==> config.mk <==
export PLATFORM = sky130hd
export DESIGN_NAME = axil_regs_fifo_flat
export DESIGN_NICKNAME = d
export VERILOG_FILES = /design/src/rtl/axil_regs_fifo_if.sv /design/src/rtl/axil_regs_fifo.sv /design/src/flat_wrapper.sv
export SDC_FILE = /design/constraint.sdc
export NUM_CORES = 1
export LEC_CHECK = 0
export ABC_AREA = 1
export CORE_AREA = 2 2 337 339
export CTS_CLUSTER_DIAMETER = 50
export DETAILED_ROUTE_END_ITERATION = 10
export DIE_AREA = 0 0 339 341
export GPL_TIMING_DRIVEN = 0
export HOLD_SLACK_MARGIN = 0.06
export SETUP_SLACK_MARGIN = 0.05
export SLEW_MARGIN = 10
export SYNTH_ARGS = -nofsm -noshare
export SYNTH_HDL_FRONTEND = slang
export SYNTH_SLANG_ARGS = --single-unit
==> constraint.sdc <==
create_clock -name clk -period 5.66 [get_ports clk]
set_input_delay 0.849 -clock clk [delete_from_list [all_inputs] [get_ports clk]]
set_output_delay 0.849 -clock clk [all_outputs]
set_load 0.01 [all_outputs]
==> src/rtl/axil_regs_fifo_if.sv <==
// AXI-Lite and AXI-Stream interface bundles used by the AES-UART register file.
// The AXI-Lite bundle is split into write and read modports so each channel group can be bound separately.

interface taxi_axil_if #(
   parameter int ADDR_W = 32,
   parameter int DATA_W = 32
);
   localparam int STRB_W = DATA_W / 8;

   logic [ADDR_W-1:0] awaddr;
   logic              awvalid;
   logic              awready;
   logic [DATA_W-1:0] wdata;
   logic [STRB_W-1:0] wstrb;
   logic              wvalid;
   logic              wready;
   logic [1:0]        bresp;
   logic              bvalid;
   logic              bready;

   logic [ADDR_W-1:0] araddr;
   logic              arvalid;
   logic              arready;
   logic [DATA_W-1:0] rdata;
   logic [1:0]        rresp;
   logic              rvalid;
   logic              rready;

   modport wr_slv (
      input  awaddr, awvalid, wdata, wstrb, wvalid, bready,
      output awready, wready, bresp, bvalid
   );
   modport wr_mst (
      output awaddr, awvalid, wdata, wstrb, wvalid, bready,
      input  awready, wready, bresp, bvalid
   );
   modport rd_slv (
      input  araddr, arvalid, rready,
      output arready, rdata, rresp, rvalid
   );
   modport rd_mst (
      output araddr, arvalid, rready,
      input  arready, rdata, rresp, rvalid
   );
endinterface

interface taxi_axis_if #(
   parameter int DATA_W = 8
);
   logic [DATA_W-1:0] tdata;
   logic              tvalid;
   logic              tready;

   modport src (output tdata, tvalid, input tready);
   modport snk (input tdata, tvalid, output tready);
endinterface

==> src/rtl/axil_regs_fifo.sv <==
// AXI-Lite register file for the AES-UART core: control/key registers, TX/RX character FIFOs,
// sticky event flags with W1C clear and flush, and a registered maskable interrupt.

module axil_regs_fifo #(
   parameter int ADDR_W    = 32,
   parameter int DATA_W    = 32,
   parameter int CHAR_W    = 8,
   parameter int TX_DEPTH  = 16,
   parameter int RX_DEPTH  = 16,
   parameter int RX_THRESH = 8,
   parameter int NKEY      = 8
) (
   input  logic                   clk,
   input  logic                   rst,
   taxi_axil_if.wr_slv            s_axil_wr,
   taxi_axil_if.rd_slv            s_axil_rd,
   output logic [31:0]            o_cr1,
   output logic [31:0]            o_cr2,
   output logic [31:0]            o_brr,
   input  logic [31:0]            i_isr,
   output logic [NKEY-1:0][31:0]  o_ekr,
   output logic [NKEY-1:0][31:0]  o_dkr,
   output logic                   o_irq,
   taxi_axis_if.snk               s_axis_rdr,
   taxi_axis_if.src               m_axis_tdr
);
   localparam int TX_AW = (TX_DEPTH > 1) ? $clog2(TX_DEPTH) : 1;
   localparam int RX_AW = (RX_DEPTH > 1) ? $clog2(RX_DEPTH) : 1;

   localparam logic [5:0] A_CR1 = 6'h00;
   localparam logic [5:0] A_CR2 = 6'h01;
   localparam logic [5:0] A_BRR = 6'h02;
   localparam logic [5:0] A_ISR = 6'h03;
   localparam logic [5:0] A_ICR = 6'h04;
   localparam logic [5:0] A_RDR = 6'h05;
   localparam logic [5:0] A_TDR = 6'h06;
   localparam logic [5:0] A_IER = 6'h07;
   localparam logic [5:0] A_FSR = 6'h08;
   localparam logic [5:0] A_EKR = 6'h10;
   localparam logic [5:0] A_DKR = 6'h18;

   // Only pe, fe, ore, txovf and rxudf are stored; the other ISR bits are live status.
   localparam logic [7:0] STICKY_MASK = 8'hC7;

   localparam logic [TX_AW:0] TX_CNT_FULL = (TX_AW + 1)'(TX_DEPTH);
   localparam logic [RX_AW:0] RX_CNT_FULL = (RX_AW + 1)'(RX_DEPTH);
   localparam logic [RX_AW:0] RX_CNT_TH   = (RX_AW + 1)'(RX_THRESH);

   function automatic logic [31:0] merge_strb(input logic [31:0] old_v,
                                              input logic [31:0] new_v,
                                              input logic [3:0]  strb);
      logic [31:0] res;
      res = old_v;
      for (int b = 0; b < 4; b++) begin
         if (strb[b]) res[8*b +: 8] = new_v[8*b +: 8];
      end
      return res;
   endfunction

   // Handshake enables stay low for the first cycle out of reset so no ready can pulse while reset is held.
   logic run_q;

   logic              wr_acc, rd_acc;
   logic [5:0]        wr_idx, rd_idx;
   logic [31:0]       wdata;
   logic [3:0]        wstrb;

   logic              bvalid_q, bvalid_d;
   logic              rvalid_q, rvalid_d;
   logic [DATA_W-1:0] rdata_q, rdata_d, rd_mux;

   logic [31:0] cr1_q, cr1_d;
   logic [31:0] cr2_q, cr2_d;
   logic [31:0] brr_q, brr_d;
   logic [31:0] ier_q, ier_d;
   logic [31:0] icr;

   logic [7:0]  sticky_q, sticky_d, sticky_set, isr_val;
   logic        irq_q, irq_d;
   logic [31:0] fsr_val;

   logic [CHAR_W-1:0] tx_mem [TX_DEPTH];
   logic [TX_AW-1:0]  tx_wptr_q, tx_wptr_d, tx_rptr_q, tx_rptr_d;
   logic [TX_AW:0]    tx_count_q, tx_count_d;
   logic              tx_empty, tx_full, tx_wr_req, tx_push, tx_pop, tx_flush, tx_ovf_set;

   logic [CHAR_W-1:0] rx_mem [RX_DEPTH];
   logic [RX_AW-1:0]  rx_wptr_q, rx_wptr_d, rx_rptr_q, rx_rptr_d;
   logic [RX_AW:0]    rx_count_q, rx_count_d;
   logic              rx_empty, rx_full, rx_push, rx_pop_req, rx_pop, rx_flush, rx_udf_set;
   logic              rxne, rxth;
   logic [CHAR_W-1:0] rx_head;

   assign wdata  = s_axil_wr.wdata;
   assign wstrb  = s_axil_wr.wstrb;
   assign wr_idx = s_axil_wr.awaddr[7:2];
   assign rd_idx = s_axil_rd.araddr[7:2];

   assign wr_acc = run_q && s_axil_wr.awvalid && s_axil_wr.wvalid && !bvalid_q;
   assign rd_acc = run_q && s_axil_rd.arvalid && !rvalid_q;

   assign s_axil_wr.awready = wr_acc;
   assign s_axil_wr.wready  = wr_acc;
   assign s_axil_wr.bvalid  = bvalid_q;
   assign s_axil_wr.bresp   = 2'b00;
   assign s_axil_rd.arready = rd_acc;
   assign s_axil_rd.rvalid  = rvalid_q;
   assign s_axil_rd.rdata   = rdata_q;
   assign s_axil_rd.rresp   = 2'b00;

   assign o_cr1 = cr1_q;
   assign o_cr2 = cr2_q;
   assign o_brr = brr_q;
   assign o_irq = irq_q;

   always_comb begin
      cr1_d = cr1_q;
      cr2_d = cr2_q;
      brr_d = brr_q;
      ier_d = ier_q;
      icr   = '0;
      if (wr_acc) begin
         case (wr_idx)
            A_CR1:   cr1_d = merge_strb(cr1_q, wdata, wstrb);
            A_CR2:   cr2_d = merge_strb(cr2_q, wdata, wstrb);
            A_BRR:   brr_d = merge_strb(brr_q, wdata, wstrb);
            A_IER:   ier_d = merge_strb(ier_q, wdata, wstrb);
            A_ICR:   icr   = merge_strb(32'h0, wdata, wstrb);
            default: ;
         endcase
      end
   end

   for (genvar gi = 0; gi < NKEY; gi++) begin : g_key
      logic [31:0] ekr_q, dkr_q;
      logic        ekr_we, dkr_we;

      assign ekr_we = wr_acc && (wr_idx == (A_EKR + 6'(gi)));
      assign dkr_we = wr_acc && (wr_idx == (A_DKR + 6'(gi)));

      always_ff @(posedge clk or negedge rst) begin
         if (!rst) begin
            ekr_q <= '0;
            dkr_q <= '0;
         end else begin
            if (ekr_we) ekr_q <= merge_strb(ekr_q, wdata, wstrb);
            if (dkr_we) dkr_q <= merge_strb(dkr_q, wdata, wstrb);
         end
      end

      assign o_ekr[gi] = ekr_q;
      assign o_dkr[gi] = dkr_q;
   end

   // TX FIFO: first-word fall-through towards the UART transmitter.
   assign tx_empty   = (tx_count_q == '0);
   assign tx_full    = (tx_count_q == TX_CNT_FULL);
   assign tx_wr_req  = wr_acc && (wr_idx == A_TDR) && wstrb[0];
   assign tx_push    = tx_wr_req && !tx_full;
   assign tx_ovf_set = tx_wr_req && tx_full;
   assign tx_pop     = !tx_empty && m_axis_tdr.tready;
   assign tx_flush   = icr[8];

   assign m_axis_tdr.tvalid = !tx_empty;
   assign m_axis_tdr.tdata  = tx_mem[tx_rptr_q];

   always_comb begin
      tx_wptr_d  = tx_wptr_q;
      tx_rptr_d  = tx_rptr_q;
      tx_count_d = tx_count_q;
      if (tx_flush) begin
         tx_wptr_d  = '0;
         tx_rptr_d  = '0;
         tx_count_d = '0;
      end else begin
         if (tx_push) tx_wptr_d = tx_wptr_q + TX_AW'(1);
         if (tx_pop)  tx_rptr_d = tx_rptr_q + TX_AW'(1);
         case ({tx_push, tx_pop})
            2'b10:   tx_count_d = tx_count_q + (TX_AW + 1)'(1);
            2'b01:   tx_count_d = tx_count_q - (TX_AW + 1)'(1);
            default: ;
         endcase
      end
   end

   always_ff @(posedge clk) begin
      if (tx_push) tx_mem[tx_wptr_q] <= wdata[CHAR_W-1:0];
   end

   // RX FIFO: a flush in the same cycle as an incoming beat discards that beat.
   assign rx_empty   = (rx_count_q == '0);
   assign rx_full    = (rx_count_q == RX_CNT_FULL);
   assign rx_flush   = icr[9];
   assign rx_push    = s_axis_rdr.tvalid && !rx_full && !rx_flush;
   assign rx_pop_req = rd_acc && (rd_idx == A_RDR);
   assign rx_pop     = rx_pop_req && !rx_empty;
   assign rx_udf_set = rx_pop_req && rx_empty;
   assign rx_head    = rx_mem[rx_rptr_q];
   assign rxne       = !rx_empty;
   assign rxth       = (rx_count_q >= RX_CNT_TH);

   assign s_axis_rdr.tready = !rx_full;

   always_comb begin
      rx_wptr_d  = rx_wptr_q;
      rx_rptr_d  = rx_rptr_q;
      rx_count_d = rx_count_q;
      if (rx_flush) begin
         rx_wptr_d  = '0;
         rx_rptr_d  = '0;
         rx_count_d = '0;
      end else begin
         if (rx_push) rx_wptr_d = rx_wptr_q + RX_AW'(1);
         if (rx_pop)  rx_rptr_d = rx_rptr_q + RX_AW'(1);
         case ({rx_push, rx_pop})
            2'b10:   rx_count_d = rx_count_q + (RX_AW + 1)'(1);
            2'b01:   rx_count_d = rx_count_q - (RX_AW + 1)'(1);
            default: ;
         endcase
      end
   end

   always_ff @(posedge clk) begin
      if (rx_push) rx_mem[rx_wptr_q] <= s_axis_rdr.tdata;
   end

   // A set landing in the same cycle as its W1C clear must win, so OR the set in after masking.
   assign sticky_set = {rx_udf_set, tx_ovf_set, 3'b000, i_isr[2:0]};
   assign sticky_d   = ((sticky_q & ~icr[7:0]) | sticky_set) & STICKY_MASK;
   assign isr_val    = {sticky_q[7:6], rxth, tx_empty, rxne, sticky_q[2:0]};
   assign irq_d      = |(isr_val & ier_q[7:0]);

   assign fsr_val = {14'h0, rx_full, tx_full, 8'(rx_count_q), 8'(tx_count_q)};

   always_comb begin
      rd_mux = '0;
      case (rd_idx)
         A_CR1: rd_mux = cr1_q;
         A_CR2: rd_mux = cr2_q;
         A_BRR: rd_mux = brr_q;
         A_ISR: rd_mux = {24'h0, isr_val};
         A_RDR: rd_mux = rx_empty ? '0 : DATA_W'(rx_head);
         A_IER: rd_mux = ier_q;
         A_FSR: rd_mux = fsr_val;
         default: begin
            if (rd_idx[5:3] == 3'b010 && int'(rd_idx[2:0]) < NKEY) rd_mux = o_ekr[rd_idx[2:0]];
            if (rd_idx[5:3] == 3'b011 && int'(rd_idx[2:0]) < NKEY) rd_mux = o_dkr[rd_idx[2:0]];
         end
      endcase
   end

   assign bvalid_d = wr_acc ? 1'b1 : (bvalid_q && !s_axil_wr.bready);
   assign rvalid_d = rd_acc ? 1'b1 : (rvalid_q && !s_axil_rd.rready);
   assign rdata_d  = rd_acc ? rd_mux : rdata_q;

   always_ff @(posedge clk or negedge rst) begin
      if (!rst) begin
         run_q      <= 1'b0;
         bvalid_q   <= 1'b0;
         rvalid_q   <= 1'b0;
         rdata_q    <= '0;
         cr1_q      <= '0;
         cr2_q      <= '0;
         brr_q      <= '0;
         ier_q      <= '0;
         sticky_q   <= '0;
         irq_q      <= 1'b0;
         tx_wptr_q  <= '0;
         tx_rptr_q  <= '0;
         tx_count_q <= '0;
         rx_wptr_q  <= '0;
         rx_rptr_q  <= '0;
         rx_count_q <= '0;
      end else begin
         run_q      <= 1'b1;
         bvalid_q   <= bvalid_d;
         rvalid_q   <= rvalid_d;
         rdata_q    <= rdata_d;
         cr1_q      <= cr1_d;
         cr2_q      <= cr2_d;
         brr_q      <= brr_d;
         ier_q      <= ier_d;
         sticky_q   <= sticky_d;
         irq_q      <= irq_d;
         tx_wptr_q  <= tx_wptr_d;
         tx_rptr_q  <= tx_rptr_d;
         tx_count_q <= tx_count_d;
         rx_wptr_q  <= rx_wptr_d;
         rx_rptr_q  <= rx_rptr_d;
         rx_count_q <= rx_count_d;
      end
   end

   logic unused_ok;
   assign unused_ok = ^{i_isr[31:3], s_axil_wr.awaddr[ADDR_W-1:8], s_axil_wr.awaddr[1:0],
                        s_axil_rd.araddr[ADDR_W-1:8], s_axil_rd.araddr[1:0], icr[31:10]};

endmodule
==> src/flat_wrapper.sv <==
// flat-port wrapper written by rule: the top's interface ports become plain ports
module axil_regs_fifo_flat 
#(
   parameter int ADDR_W    = 32,
   parameter int DATA_W    = 32,
   parameter int CHAR_W    = 8,
   parameter int TX_DEPTH  = 16,
   parameter int RX_DEPTH  = 16,
   parameter int RX_THRESH = 8,
   parameter int NKEY      = 8
)
  (clk, rst, o_cr1, o_cr2, o_brr, i_isr, o_ekr, o_dkr, o_irq, s_axil_wr_awaddr, s_axil_wr_awvalid, s_axil_wr_wdata, s_axil_wr_wstrb, s_axil_wr_wvalid, s_axil_wr_bready, s_axil_wr_awready, s_axil_wr_wready, s_axil_wr_bresp, s_axil_wr_bvalid, s_axil_rd_araddr, s_axil_rd_arvalid, s_axil_rd_rready, s_axil_rd_arready, s_axil_rd_rdata, s_axil_rd_rresp, s_axil_rd_rvalid, s_axis_rdr_tdata, s_axis_rdr_tvalid, s_axis_rdr_tready, m_axis_tdr_tdata, m_axis_tdr_tvalid, m_axis_tdr_tready);
  taxi_axil_if #(.ADDR_W(ADDR_W), .DATA_W(DATA_W)) s_axil_wr_i ();
  taxi_axil_if #(.ADDR_W(ADDR_W), .DATA_W(DATA_W)) s_axil_rd_i ();
  taxi_axis_if #(.DATA_W(DATA_W)) s_axis_rdr_i ();
  taxi_axis_if #(.DATA_W(DATA_W)) m_axis_tdr_i ();
  input  logic clk;
  input  logic rst;
  output logic [31:0] o_cr1;
  output logic [31:0] o_cr2;
  output logic [31:0] o_brr;
  input  logic [31:0] i_isr;
  output logic [NKEY-1:0][31:0] o_ekr;
  output logic [NKEY-1:0][31:0] o_dkr;
  output logic o_irq;
  input wire logic [$bits(s_axil_wr_i.awaddr)-1:0] s_axil_wr_awaddr;
  input wire logic [$bits(s_axil_wr_i.awvalid)-1:0] s_axil_wr_awvalid;
  input wire logic [$bits(s_axil_wr_i.wdata)-1:0] s_axil_wr_wdata;
  input wire logic [$bits(s_axil_wr_i.wstrb)-1:0] s_axil_wr_wstrb;
  input wire logic [$bits(s_axil_wr_i.wvalid)-1:0] s_axil_wr_wvalid;
  input wire logic [$bits(s_axil_wr_i.bready)-1:0] s_axil_wr_bready;
  output wire logic [$bits(s_axil_wr_i.awready)-1:0] s_axil_wr_awready;
  output wire logic [$bits(s_axil_wr_i.wready)-1:0] s_axil_wr_wready;
  output wire logic [$bits(s_axil_wr_i.bresp)-1:0] s_axil_wr_bresp;
  output wire logic [$bits(s_axil_wr_i.bvalid)-1:0] s_axil_wr_bvalid;
  input wire logic [$bits(s_axil_rd_i.araddr)-1:0] s_axil_rd_araddr;
  input wire logic [$bits(s_axil_rd_i.arvalid)-1:0] s_axil_rd_arvalid;
  input wire logic [$bits(s_axil_rd_i.rready)-1:0] s_axil_rd_rready;
  output wire logic [$bits(s_axil_rd_i.arready)-1:0] s_axil_rd_arready;
  output wire logic [$bits(s_axil_rd_i.rdata)-1:0] s_axil_rd_rdata;
  output wire logic [$bits(s_axil_rd_i.rresp)-1:0] s_axil_rd_rresp;
  output wire logic [$bits(s_axil_rd_i.rvalid)-1:0] s_axil_rd_rvalid;
  input wire logic [$bits(s_axis_rdr_i.tdata)-1:0] s_axis_rdr_tdata;
  input wire logic [$bits(s_axis_rdr_i.tvalid)-1:0] s_axis_rdr_tvalid;
  output wire logic [$bits(s_axis_rdr_i.tready)-1:0] s_axis_rdr_tready;
  output wire logic [$bits(m_axis_tdr_i.tdata)-1:0] m_axis_tdr_tdata;
  output wire logic [$bits(m_axis_tdr_i.tvalid)-1:0] m_axis_tdr_tvalid;
  input wire logic [$bits(m_axis_tdr_i.tready)-1:0] m_axis_tdr_tready;
  assign s_axil_wr_i.awaddr = s_axil_wr_awaddr;
  assign s_axil_wr_i.awvalid = s_axil_wr_awvalid;
  assign s_axil_wr_i.wdata = s_axil_wr_wdata;
  assign s_axil_wr_i.wstrb = s_axil_wr_wstrb;
  assign s_axil_wr_i.wvalid = s_axil_wr_wvalid;
  assign s_axil_wr_i.bready = s_axil_wr_bready;
  assign s_axil_wr_awready = s_axil_wr_i.awready;
  assign s_axil_wr_wready = s_axil_wr_i.wready;
  assign s_axil_wr_bresp = s_axil_wr_i.bresp;
  assign s_axil_wr_bvalid = s_axil_wr_i.bvalid;
  assign s_axil_rd_i.araddr = s_axil_rd_araddr;
  assign s_axil_rd_i.arvalid = s_axil_rd_arvalid;
  assign s_axil_rd_i.rready = s_axil_rd_rready;
  assign s_axil_rd_arready = s_axil_rd_i.arready;
  assign s_axil_rd_rdata = s_axil_rd_i.rdata;
  assign s_axil_rd_rresp = s_axil_rd_i.rresp;
  assign s_axil_rd_rvalid = s_axil_rd_i.rvalid;
  assign s_axis_rdr_i.tdata = s_axis_rdr_tdata;
  assign s_axis_rdr_i.tvalid = s_axis_rdr_tvalid;
  assign s_axis_rdr_tready = s_axis_rdr_i.tready;
  assign m_axis_tdr_tdata = m_axis_tdr_i.tdata;
  assign m_axis_tdr_tvalid = m_axis_tdr_i.tvalid;
  assign m_axis_tdr_i.tready = m_axis_tdr_tready;
  axil_regs_fifo #(.ADDR_W(ADDR_W), .DATA_W(DATA_W), .CHAR_W(CHAR_W), .TX_DEPTH(TX_DEPTH), .RX_DEPTH(RX_DEPTH), .RX_THRESH(RX_THRESH), .NKEY(NKEY)) u_core (.clk(clk), .rst(rst), .s_axil_wr(s_axil_wr_i), .s_axil_rd(s_axil_rd_i), .o_cr1(o_cr1), .o_cr2(o_cr2), .o_brr(o_brr), .i_isr(i_isr), .o_ekr(o_ekr), .o_dkr(o_dkr), .o_irq(o_irq), .s_axis_rdr(s_axis_rdr_i), .m_axis_tdr(m_axis_tdr_i));
endmodule
==> flow_summary_export.csv <==
group,metric,value,unit
run_status,outcome,"completed",
timing,tns,0,ns
pwr,total_power,18.6,mW
setup_path,worst_path_largest_cell_delay,0.68,ns
yosys,synthAdderAreaFrac,0.506,%
yosys,synth_simple_gate_area_share,20.9,%
placed_design,gp_congestion,0.985,
setup_path,r2r_slack,1.78,ns
route,ant_nets,0,
yosys,synth_mux_area_share,0,%
placed_design,place.port_buffers,719,
floorplanning,start_util,37.5,%
finish,final.fill_count,10516,
yosys,avgSynthCellArea,9.01,µm²
floorplanning,die_h,341,µm
clock_network,ctsHoldBuffers,0,
floorplanning,fp-row-count,123,
setup_path,path_max_fanout,10,
pwr,p_leak,23.0,nW
finish,final_common_cell,"nand2_1",
route,finalWirelength,211000,µm
route,vias,39704,
setup_path,crit_path_top_delay_cell,"nand3_1",
setup_path,rr_worst_depth,11,
yosys,ys_seq_elements,963,
pwr,p_per_area,334,mW/mm²
clock_network,cts_setup_buffers,0,
finish,seqCellArea,0.0254,mm²
timing,slew_headroom,7.56,%
floorplanning,die_x,339,µm
min_path,worst_hold_path_type,"in -> async",
setup_path,endpoint,"s_axil_rd_arready",
timing,tightest_slew,1.38,ns
finish,final_cell_mix,"nand2_1 (1412), clkdlybuf4s50_1 (718), dfrtp_1 (707)",
clock_network,postCtsResizedCells,0,
finish,area_growth,32.2,%
timing,fmax,0.212,GHz
setup_path,crit_cells,5,
timing,period_share,83.2,%
floorplanning,coreArea,0.112,mm²
global_routing,grt_pass1_vias,38029,
setup_path,path_cells,"clkdlybuf4s50_1 -> nand3_1 -> clkinv_1 -> clkbuf_1 -> clkdlybuf4s50_1",
job,drv_cap,0,
setup_path,crit_path_frequent_cell,"clkdlybuf4s50_1",
setup_path,crit_start,"s_axil_rd_arvalid",
placed_design,place_ws,0.975,ns
yosys,synth-async-reset-ratio,73.4,%
route,avgRoutedWirePerCell,29.5,µm
floorplanning,fp.dieArea,0.116,mm²
yosys,synth_edf_count,256,
timing,finalClockSkew,0.0406,ns
setup_path,arrival,3.86,ns
floorplanning,ioPinCount,857,
setup_path,worstPathRequired,4.81,ns
global_routing,antenna_found_initial,19,
clock_network,cts_tree,"built",
timing,finalMaxSlewViolations,0,
route,via_per_inst,5.55,
timing,final_hold_viol_count,0,
yosys,synth_xor_area_share,0.292,%
route,dr.pass1.iters,8,
global_routing,grt_start_max_net_pins,109,
timing,period_needed,4.71,ns
placed_design,dp_hpwl,160000,µm
route,drc_errors,0,
setup_path,cp-end-kind,"primary output",
route,drt_iter0_drc,4710,
clock_network,clkTransAtPathRegs,0.06,ns
clock_network,cts-root-buf,"clkbuf_16",
global_routing,grt_pass1_wl,292000,µm
setup_path,critPathTopFamily,"buffers and inverters",
clock_network,clock_latency,0.74,ns
yosys,synth.distinct_cells,43,
yosys,yosys_warnings,0,
yosys,synth_seq_area_share,60.4,%
yosys,netlist_instances,4662,
yosys,netlist_area,0.0420,mm²
finish,multi_input_area,0.0145,mm²
setup_path,crit_path_start_kind,"primary input",
setup_path,path_buf_inv,4,
timing,setup_viol,0,
clock_network,htreeDepth,3,
global_routing,track_usage,35.6,%
setup_path,critPathKind,"in -> out",
clock_network,numClockSinks,963,
pwr,ir_drop,0.000253,V
yosys,synth-compound-area-share,12.6,%
yosys,synthFlopType,"dfrtp_1",
finish,layout.nets,5726,
finish,postLayoutCoreUtil,49.6,%
timing,rsz0062_at_grt,"false",
timing,fin_ws,0.952,ns
finish,layout-drive-gt1-share,5.80,%
setup_path,r2r-start,"u_core.run_q",
setup_path,worstReg2RegEnd,"u_core.rx_count_q[4]",
yosys,synth_top_family_by_area,"simple AND/OR/NAND/NOR gates",
clock_network,numCtsBuffers,119,
global_routing,overflow,0,
clock_network,clk_path_buf_depth,3,
## synth_stat cells (all sizes together), types with 70 or more instances
cell type	count	area share, %
clkbuf	220	2.0
nand3	292	3.5
a22oi	70	1.3
inv	229	2.0
edfxtp	256	18
nor2	334	3.2
a21oi	128	1.5
o21ai	698	8.3
dfrtp	707	42
nand4	78	1.2
buf	95	1.3
nand2	1414	13
## power by group
group | internal (mW) | total, mW | switching (mW)
Combinational | 0.937 | 2.91 | 1.97
Sequential | 7.43 | 7.70 | 0.271
Clock | 4.68 | 7.96 | 3.28
## worst min path at each step
stage	to	slack [ns]
finish	u_core.g_key[5].ekr_q[6]	0.14
floorplan	u_core.ier_q[2]	0.45
global route	u_core.g_key[5].ekr_q[6]	0.20
CTS	u_core.g_key[5].ekr_q[6]	0.17
global placement	u_core.s_axil_rd.rdata[4]	0.46
detailed placement	u_core.s_axil_rd.rdata[5]	0.47
## final cells by class
type	count	area share [%]
flip-flops and latches	963	45.7
multi-input cells	3177	26.1
repair buffers	726	13.3
clock buffers	153	5.96
well taps	1500	3.38
plain buffers	315	2.44
inverters	234	1.58
clock inverters	71	1.44
diodes	11	0.0496
## per-layer routing
metal	global-route usage [%]	vias to the layer above	share of wire, %	wire, µm
li1	-	17286	-	-
met4	25.4	10	8.3	17500
met1	43.3	19421	37	78200
met5	0.694	-	0.085	179
met3	11.0	666	11	22200
met2	53.9	2321	44	93000
## registers in the layout (all words and copies together) (netlist names), 128 cells and up
| name | cells |
|---|---|
| u_core.g_key.dkr_q | 256 |
| u_core.g_key.ekr_q | 256 |
| u_core.rx_mem | 128 |
| u_core.tx_mem | 128 |
## through the flow
stage | instances | hold slack, ns | instance area [µm²]
detailed placement | 6915 | 0.467 | 51400
floorplan | 4689 | 0.453 | 42100
global placement | 6908 | 0.464 | 51200
finish | 7150 | 0.143 | 55500
CTS | 7139 | 0.166 | 55500
global route | 7147 | 0.200 | 55500
## cells by family (layout without fill, tap and decap cells)
logic type	after synthesis	in the layout
XOR/XNOR	14	14
AND/OR/NAND/NOR	2138	2138
other	2	40
adder cells (fa/ha/maj)	17	17
AO/OA/AOI/OAI	979	979
flip-flops	963	963
buffers and inverters	549	1499
No activity file was read; power rests on OpenSTA's default activity.
